## src/rtl/seq_ram_arb_pkg.sv

```systemverilog
// Shared definitions for the sequencer RAM arbiter: arbitration modes,
// master index type and default RAM geometry.
package seq_ram_arb_pkg;

   localparam int ARB_RR     = 0;
   localparam int ARB_PRIO   = 1;

   localparam int DEF_ADDR_W = 9;
   localparam int DEF_DATA_W = 32;

   typedef logic mst_idx_t;

endpackage

```

## src/rtl/seq_ram_arb_grant.sv

```systemverilog
// Two-master grant logic: round-robin or fixed priority with starvation guard.
// Produces a one-hot grant, forced to zero while reset_n is low.
module seq_ram_arb_grant
   import seq_ram_arb_pkg::*;
#(
   parameter int ARB_MODE     = ARB_RR,
   parameter int STARVE_LIMIT = 8
) (
   input  logic       clk,
   input  logic       reset_n,
   input  logic [1:0] req,
   output logic [1:0] gnt
);

   mst_idx_t   last;
   logic [7:0] starve_cnt;
   logic [1:0] gnt_raw;

   always_comb begin
      gnt_raw = 2'b00;
      if (ARB_MODE == ARB_PRIO) begin
         // m1 wins only when m0 is idle or m1 has waited STARVE_LIMIT cycles
         if (req[1] && (!req[0] || (starve_cnt == 8'(STARVE_LIMIT)))) begin
            gnt_raw = 2'b10;
         end else if (req[0]) begin
            gnt_raw = 2'b01;
         end
      end else begin
         if (req == 2'b11) begin
            gnt_raw = last ? 2'b01 : 2'b10;
         end else begin
            gnt_raw = req;
         end
      end
   end

   assign gnt = gnt_raw & {2{reset_n}};

   always_ff @(posedge clk or negedge reset_n) begin
      if (!reset_n) begin
         last       <= 1'b1;
         starve_cnt <= 8'd0;
      end else begin
         if (|gnt) begin
            last <= gnt[1];
         end
         if (ARB_MODE == ARB_PRIO) begin
            if (gnt[1]) begin
               starve_cnt <= 8'd0;
            end else if (req[1]) begin
               starve_cnt <= starve_cnt + 8'd1;
            end
         end
      end
   end

endmodule

```

## src/rtl/seq_ram_arbiter.sv

```systemverilog
// Two-master arbiter for the single-port sequencer RAM with 1-cycle read return.
// Define SEQ_RAM_ARB_WPROT_EN to block m1 writes below PROT_LIMIT and add wprot_* ports.
module seq_ram_arbiter
   import seq_ram_arb_pkg::*;
#(
   parameter int ADDR_W       = DEF_ADDR_W,
   parameter int DATA_W       = DEF_DATA_W,
   parameter int ARB_MODE     = ARB_RR,
`ifdef SEQ_RAM_ARB_WPROT_EN
   parameter int PROT_LIMIT   = 64,
`endif
   parameter int STARVE_LIMIT = 8
) (
   input  logic                clk,
   input  logic                reset_n,
   input  logic [ADDR_W-1:0]   m0_address,
   input  logic [DATA_W/8-1:0] m0_byteenable,
   input  logic                m0_read,
   input  logic                m0_write,
   input  logic [DATA_W-1:0]   m0_writedata,
   output logic                m0_waitrequest,
   output logic [DATA_W-1:0]   m0_readdata,
   output logic                m0_readdatavalid,
   input  logic [ADDR_W-1:0]   m1_address,
   input  logic [DATA_W/8-1:0] m1_byteenable,
   input  logic                m1_read,
   input  logic                m1_write,
   input  logic [DATA_W-1:0]   m1_writedata,
   output logic                m1_waitrequest,
   output logic [DATA_W-1:0]   m1_readdata,
   output logic                m1_readdatavalid,
   output logic [ADDR_W-1:0]   ram_address,
   output logic [DATA_W/8-1:0] ram_byteenable,
   output logic                ram_chipselect,
   output logic                ram_write,
   output logic [DATA_W-1:0]   ram_writedata,
   output logic                ram_clken,
`ifdef SEQ_RAM_ARB_WPROT_EN
   output logic                wprot_err,
   output logic                wprot_seen,
`endif
   input  logic [DATA_W-1:0]   ram_readdata
);

   logic [1:0] req;
   logic [1:0] gnt;
   mst_idx_t   sel;
   logic       any_gnt;
   logic       g_write;
   logic       g_read;
   logic       blocked;
   logic       rd_pend;
   mst_idx_t   rd_src;

   // Read+write together is a protocol error and is served as a write
   assign req = {m1_read | m1_write, m0_read | m0_write};

   seq_ram_arb_grant #(
      .ARB_MODE     (ARB_MODE),
      .STARVE_LIMIT (STARVE_LIMIT)
   ) u_grant (
      .clk     (clk),
      .reset_n (reset_n),
      .req     (req),
      .gnt     (gnt)
   );

   assign any_gnt        = |gnt;
   assign sel            = gnt[1];
   assign g_write        = sel ? m1_write : m0_write;
   assign g_read         = any_gnt & ~g_write;
   assign m0_waitrequest = ~gnt[0];
   assign m1_waitrequest = ~gnt[1];
   assign ram_clken      = 1'b1;

`ifdef SEQ_RAM_ARB_WPROT_EN
   assign blocked = gnt[1] & m1_write & (int'(m1_address) < PROT_LIMIT);
`else
   assign blocked = 1'b0;
`endif

   always_comb begin
      ram_chipselect = any_gnt & ~blocked;
      ram_write      = any_gnt & g_write & ~blocked;
      ram_address    = '0;
      ram_byteenable = '0;
      ram_writedata  = '0;
      if (gnt[0]) begin
         ram_address    = m0_address;
         ram_byteenable = m0_byteenable;
         ram_writedata  = m0_writedata;
      end else if (gnt[1]) begin
         ram_address    = m1_address;
         ram_byteenable = m1_byteenable;
         ram_writedata  = m1_writedata;
      end
   end

   always_ff @(posedge clk or negedge reset_n) begin
      if (!reset_n) begin
         rd_pend <= 1'b0;
         rd_src  <= 1'b0;
      end else begin
         rd_pend <= g_read;
         rd_src  <= sel;
      end
   end

   assign m0_readdatavalid = rd_pend & ~rd_src;
   assign m1_readdatavalid = rd_pend & rd_src;
   assign m0_readdata      = m0_readdatavalid ? ram_readdata : '0;
   assign m1_readdata      = m1_readdatavalid ? ram_readdata : '0;

`ifdef SEQ_RAM_ARB_WPROT_EN
   always_ff @(posedge clk or negedge reset_n) begin
      if (!reset_n) begin
         wprot_err  <= 1'b0;
         wprot_seen <= 1'b0;
      end else begin
         wprot_err  <= blocked;
         wprot_seen <= wprot_seen | blocked;
      end
   end
`endif

endmodule

```

## config.mk

```make
export PLATFORM = sky130hd
export DESIGN_NAME = seq_ram_arbiter
export DESIGN_NICKNAME = d
export VERILOG_FILES = /design/src/rtl/seq_ram_arb_pkg.sv /design/src/rtl/seq_ram_arb_grant.sv /design/src/rtl/seq_ram_arbiter.sv
export SDC_FILE = /design/constraint.sdc
export NUM_CORES = 1
export LEC_CHECK = 0
export CAP_MARGIN = 20
export CORE_AREA = 2 2 95 97
export DETAILED_ROUTE_END_ITERATION = 16
export DIE_AREA = 0 0 97 99
export PLACE_DENSITY = 0.62
export RECOVER_POWER = 25
export SYNTH_ARGS = -nofsm -noshare
export SYNTH_HDL_FRONTEND = slang
export SYNTH_SLANG_ARGS = --single-unit
```

## constraint.sdc

```tcl
create_clock -name clk -period 5.9 [get_ports clk]
set_input_delay 1.77 -clock clk [delete_from_list [all_inputs] [get_ports clk]]
set_output_delay 1.77 -clock clk [all_outputs]
set_load 0.05 [all_outputs]
```

==> flow_summary.json <==
{
  "cts_buffers": 3,
  "drt_iter0_markers": 22,
  "m1WireLength_mm": 2.61,
  "clk_pin_slew_worst_paths_ps": 30,
  "syn_area_um2": 1120,
  "critPathRequiredTime_ps": 4130,
  "skew_ps": 3.19,
  "grt_pass1_wl_mm": 10.9,
  "p_leak_nw": 1.81,
  "post-cts-setup-buffer-count": 0,
  "hold_class": "reg2reg",
  "powerDensity_nw_per_um2": 156,
  "avgViaCountPerCell": 4.27,
  "netlist_instances": 152,
  "drive_gt1_frac": 0.152,
  "critPathMaxStageDelay_ps": 810,
  "die_w_um": 97,
  "ant_nets": 0,
  "syn-num-nets": 280,
  "initial_core_util": 0.131,
  "gp_congestion": 0.820,
  "crit_chain": "clkdlybuf4s50_1 > or2_4 > and3_4 > inv_1 > clkdlybuf4s50_1",
  "drv_cap": 0,
  "irDropWorstVdd_v": 0.0000820,
  "cp_top_family": "buffers and inverters",
  "post_drt_wl_per_cell_um": 15.2,
  "clock-sinks": 3,
  "status": "finished clean",
  "period_share": 0.905,
  "syn2layout_area_growth_pct": 267,
  "grt_pass1_vias": 2018,
  "endpoint_kind": "output port",
  "max_freq_ghz": 0.187,
  "cp_num_buf_inv": 3,
  "port_buffers": 242,
  "finalSetupViolCount": 0,
  "antenna_found_initial": 1,
  "worstMarginPinSlew_ps": 879,
  "final_hold_viol_count": 0,
  "drc": 0,
  "wl_met3_um": 820,
  "hpwl_mm": 6.52,
  "rows": 34,
  "overflow": 0,
  "cts_max_level": 1,
  "cts_root_buffer": "clkbuf_8",
  "relSlewSlack": 0.414,
  "cp_max_fo": 3,
  "grt_setup_unrepaired": "false",
  "p_total_mw": 0.642,
  "fin_tns_setup_ps": 0,
  "post-route-min-period_ps": 5340,
  "synth_seq_area_share": 0.0683,
  "syn_avg_cell_area_um2": 7.35,
  "cts_tree": "yes",
  "dr_total_vias": 2096,
  "track_usage": 0.142,
  "worstPathArrival_ps": 3570,
  "start_kind": "input pin",
  "path_class": "in2out",
  "path_common_cell": "clkdlybuf4s50_1",
  "postCtsResizedCells": 0,
  "cts_hold_buffers": 0,
  "cts_buffer_depth": 2,
  "crit_path_top_delay_cell": "clkdlybuf4s50_1",
  "die_area_um2": 9600,
  "totalWireLength_mm": 7.45,
  "synth_warnings": 0,
  "clk_latency_ps": 210,
  "final_nets": 511,
  "wl_met2_mm": 3.88,
  "drv_slew": 0,
  "core_area_um2": 8550,
  "ys_ff_latch": 3,
  "io-pin-count": 244,
  "dr.pass1.iters": 4,
  "die_h_um": 99,
  "postLayoutCoreUtil": 0.480,
  "grt_start_max_net_pins": 47,
  "top_layer": "met4",
  "synth_cell_types": 21
}
-- sequential cells by signal (all words and copies together), names as in the netlist --
signal and flops:
rd_pend 1, rd_src 1, u_grant.last 1
-- through the flow --
step                std cells  cell area, um^2  hold WS [ps]  worst slack (ps)
floorplan                 152             1120           457              1010
global placement          486             4060           483               575
detailed placement        486             4060           484               546
CTS                       490             4100           485               540
global route              490             4100           514               466
finish                    491             4100           489               558
-- layout make-up --
| class | instances | area [um^2] |
|---|---|---|
| fill | 786 | 4450 |
| antenna | 1 | 2.50 |
| tap | 108 | 135 |
| sequential | 3 | 76.3 |
| clock buffer | 4 | 45.0 |
| multi-input combinational | 127 | 918 |
| inverter | 3 | 11.3 |
| timing repair buffer | 245 | 2920 |
-- cell usage in the layout, fill, tap and decap left out --
cell type / synthesis / routed
dlygate4sd3_1: 0 / 26
inv_1: 2 / 2
and3_4: 1 / 1
diode_2: 0 / 1
clkbuf_8: 0 / 3
a21oi_4: 1 / 1
dfrtp_1: 2 / 2
clkbuf_1: 9 / 1
o211a_1: 1 / 1
nand2_1: 4 / 4
buf_4: 1 / 3
buf_12: 0 / 47
nor2b_1: 2 / 2
a21boi_0: 3 / 3
and2_1: 33 / 33
clkdlybuf4s50_1: 0 / 169
and3_1: 32 / 32
o21ai_0: 2 / 2
or2_4: 1 / 1
o21bai_1: 1 / 1
inv_2: 1 / 1
conb_1: 1 / 1
dfstp_2: 1 / 1
a22o_1: 45 / 45
-- per-layer routing --
layer  track usage  up-vias
met3        0.0539        8
met1         0.141      900
met2         0.274      154
li1              -     1034
met4        0.0390        0
met5             0        -
-- synth_stat cells --
cell type,number,area share
inv_1,2,0.0067
or2_4,1,0.0078
buf_6,4,0.040
and2_1,33,0.18
o21bai_1,1,0.0067
a21oi_4,1,0.015
buf_2,5,0.022
buf_4,1,0.0067
clkbuf_1,9,0.030
and3_4,1,0.010
nand2_1,4,0.013
conb_1,1,0.0034
dfrtp_1,2,0.045
o21ai_0,2,0.0090
o211a_1,1,0.0090
inv_2,1,0.0034
dfstp_2,1,0.024
nor2b_1,2,0.011
a22o_1,45,0.35
and3_1,32,0.18
a21boi_0,3,0.020
-- report_power, final --
group | total, mW | internal (mW) | switching, mW
Clock | 0.0587 | 0.0460 | 0.0127
Combinational | 0.549 | 0.266 | 0.283
Sequential | 0.0345 | 0.0238 | 0.0107
-- cell families after synthesis --
family,synth area share
AND/OR/NAND/NOR,0.406
AO/OA/AOI/OAI,0.412
buffers and inverters,0.110
flip-flops,0.0683
other,0.00336
-- final timing paths --
| path | from | end | slack, ps | cells past startpoint |
|---|---|---|---|---|
| max in group asynchronous | reset_n | u_grant.last$_DFFE_PN1P_ | 3770 | 1 |
| min in group asynchronous | reset_n | rd_src$_DFF_PN0_ | 1870 | 1 |
| hold reg to reg | u_grant.last$_DFFE_PN1P_ | u_grant.last$_DFFE_PN1P_ | 490 | 2 |
| setup reg to reg | u_grant.last$_DFFE_PN1P_ | rd_src$_DFF_PN0_ | 4630 | 3 |
| setup / recovery | m1_write | m1_waitrequest | 560 | 5 |
| hold / removal | u_grant.last$_DFFE_PN1P_ | u_grant.last$_DFFE_PN1P_ | 490 | 2 |
-- tightest hold or removal path, stage by stage, from the launching register on --
cell,delay [ps]
dfstp_2,380
nand2_1,50
nand2_1,50
Note: power is estimated with default switching activity, not from simulation.
==> RTL edit: new RTL, same flow settings <==
The package constant `DEF_ADDR_W` goes from 9 to 8.
--- a/src/rtl/seq_ram_arb_pkg.sv
+++ b/src/rtl/seq_ram_arb_pkg.sv
@@ -7,3 +7,3 @@
 
-   localparam int DEF_ADDR_W = 9;
+   localparam int DEF_ADDR_W = 8;
    localparam int DEF_DATA_W = 32;
Ports: changed (resized m0_address, m1_address and ram_address); port bits go from 244 to 241. No check against the original RTL was run, so the function may have changed too.
==> RTL edit against the unedited design <==
Sequential cell count unchanged. Fmax down 1.0%. Area after synthesis up 1.9%. Utilization fell by 0.22 points. Routed wire length fell by 0.34%. Total power increased by 2.3%. Global-route usage hardly changed. Clock power is 4.1% higher. Die area stayed put. Cell area decreased by 0.46%. Worst setup slack got worse by 0.054 ns. Highest routed layer is now met5. Combinational power is 3% higher.
==> RTL edit: results (changes against the unedited design) <==
status: "finished clean"
grt_pass1_wl_um: 11040  # +1.5%
gp_congestion: 0.7896  # -3.7%
power_leakage_nw: 1.793  # -0.88%
yosysUniqueCellTypes: 22  # +4.8%
wl_met2_um: 4101  # +5.6%
slew_headroom_pct: 45.18  # +3.7 points
grt_start_max_net_pins: 46  # -2.1%
use_met3_pct: 6.312  # +0.92 points
arrival_ns: 3.63  # +0.06 ns
gr-usage-met2_pct: 29.22  # +1.9 points
use_met1_pct: 12.73  # -1.4 points
io_buffers: 239  # -1.2%
synthTopCellsByArea: "a22o_1, and2_1, and3_1, a22o_2, dfrtp_1"
clkPwrFrac_pct: 9.3  # +0.2 points
fillers: 805  # +2.4%
crit_fanout: 5  # +2
place_inst: 485  # -0.21%
dpl_cell_area_um2: 4035  # -0.52%
wl_met1_um: 2328  # -11%
critPathLaunch: "m0_write"
ys_seq_area_share_pct: 6.703  # -0.13 points
syn-mean-instance-area_um2: 7.540  # +2.6%
drt-total-wl_um: 7427  # -0.34%
drive_gt1_share_pct: 16.80  # +1.6 points
pwr-share-comb_pct: 85.7  # +0.2 points
synth_fp_nets: 277  # -1.1%
holdWs_ns: 0.5432  # +0.05426 ns
antenna_found_initial: 3  # +2
synth-compound-area-share_pct: 42.75  # +1.5 points
reg2regPathDepth: 2  # -1
internal_power_w: 0.0003413  # +1.5%
yosys-top-cells-count: "a22o_1, and2_1, and3_1, clkbuf_1"
vias: 2093  # -0.14%
rrSetupSlack_ns: 4.85  # +0.22 ns
track_usage_pct: 14.17  # about the same
hold_path.class: "reg -> reg"
drt_iter0_drc: 32  # +45%
dp_slack_ns: 0.5755  # +0.02991 ns
highest_layer: "met5"
post-dp-hpwl_um: 6505  # -0.27%
layout.nets: 508  # -0.59%
vias_per_cell: 4.263  # -0.14%
vdd_drop_max_uv: 81.49  # -0.56%
met3_length_um: 941  # +15%
maxCapViolations: 0  # unchanged
-- RTL edit: cells by family after synthesis --
logic type,Yosys count
flops,3
other cells,1
buf+inv,21
compound gates,55
simple gates,71
-- RTL edit: layout make-up --
cell class / count / area [um^2] / area share (%)
Timing Repair Buffer: 244 / 2878 / 70.44
Inverter: 3 / 11.26 / 0.2757
Tap cell: 108 / 135.1 / 3.308
Sequential cell: 3 / 76.32 / 1.868
Antenna cell: 2 / 5.005 / 0.1225
Clock buffer: 4 / 45.04 / 1.103
Multi-Input combinational cell: 127 / 934.6 / 22.88
-- RTL edit: worst max path at each step --
stage                           endpoint  slack, ns  depth (start not counted)
after CTS                      ram_write       0.58                          5
after global routing           ram_write       0.43                          5
final                          ram_write       0.50                          5
after detailed placement       ram_write       0.58                          5
after global placement         ram_write       0.60                          5
after floorplan           ram_address[3]       1.23                          4
-- RTL edit: critical path: stages --
cell             delay [ns]
dlygate4sd3_1          0.59
and2b_2                0.24
nand2_1                0.08
o211a_1                0.15
clkdlybuf4s50_1        0.80
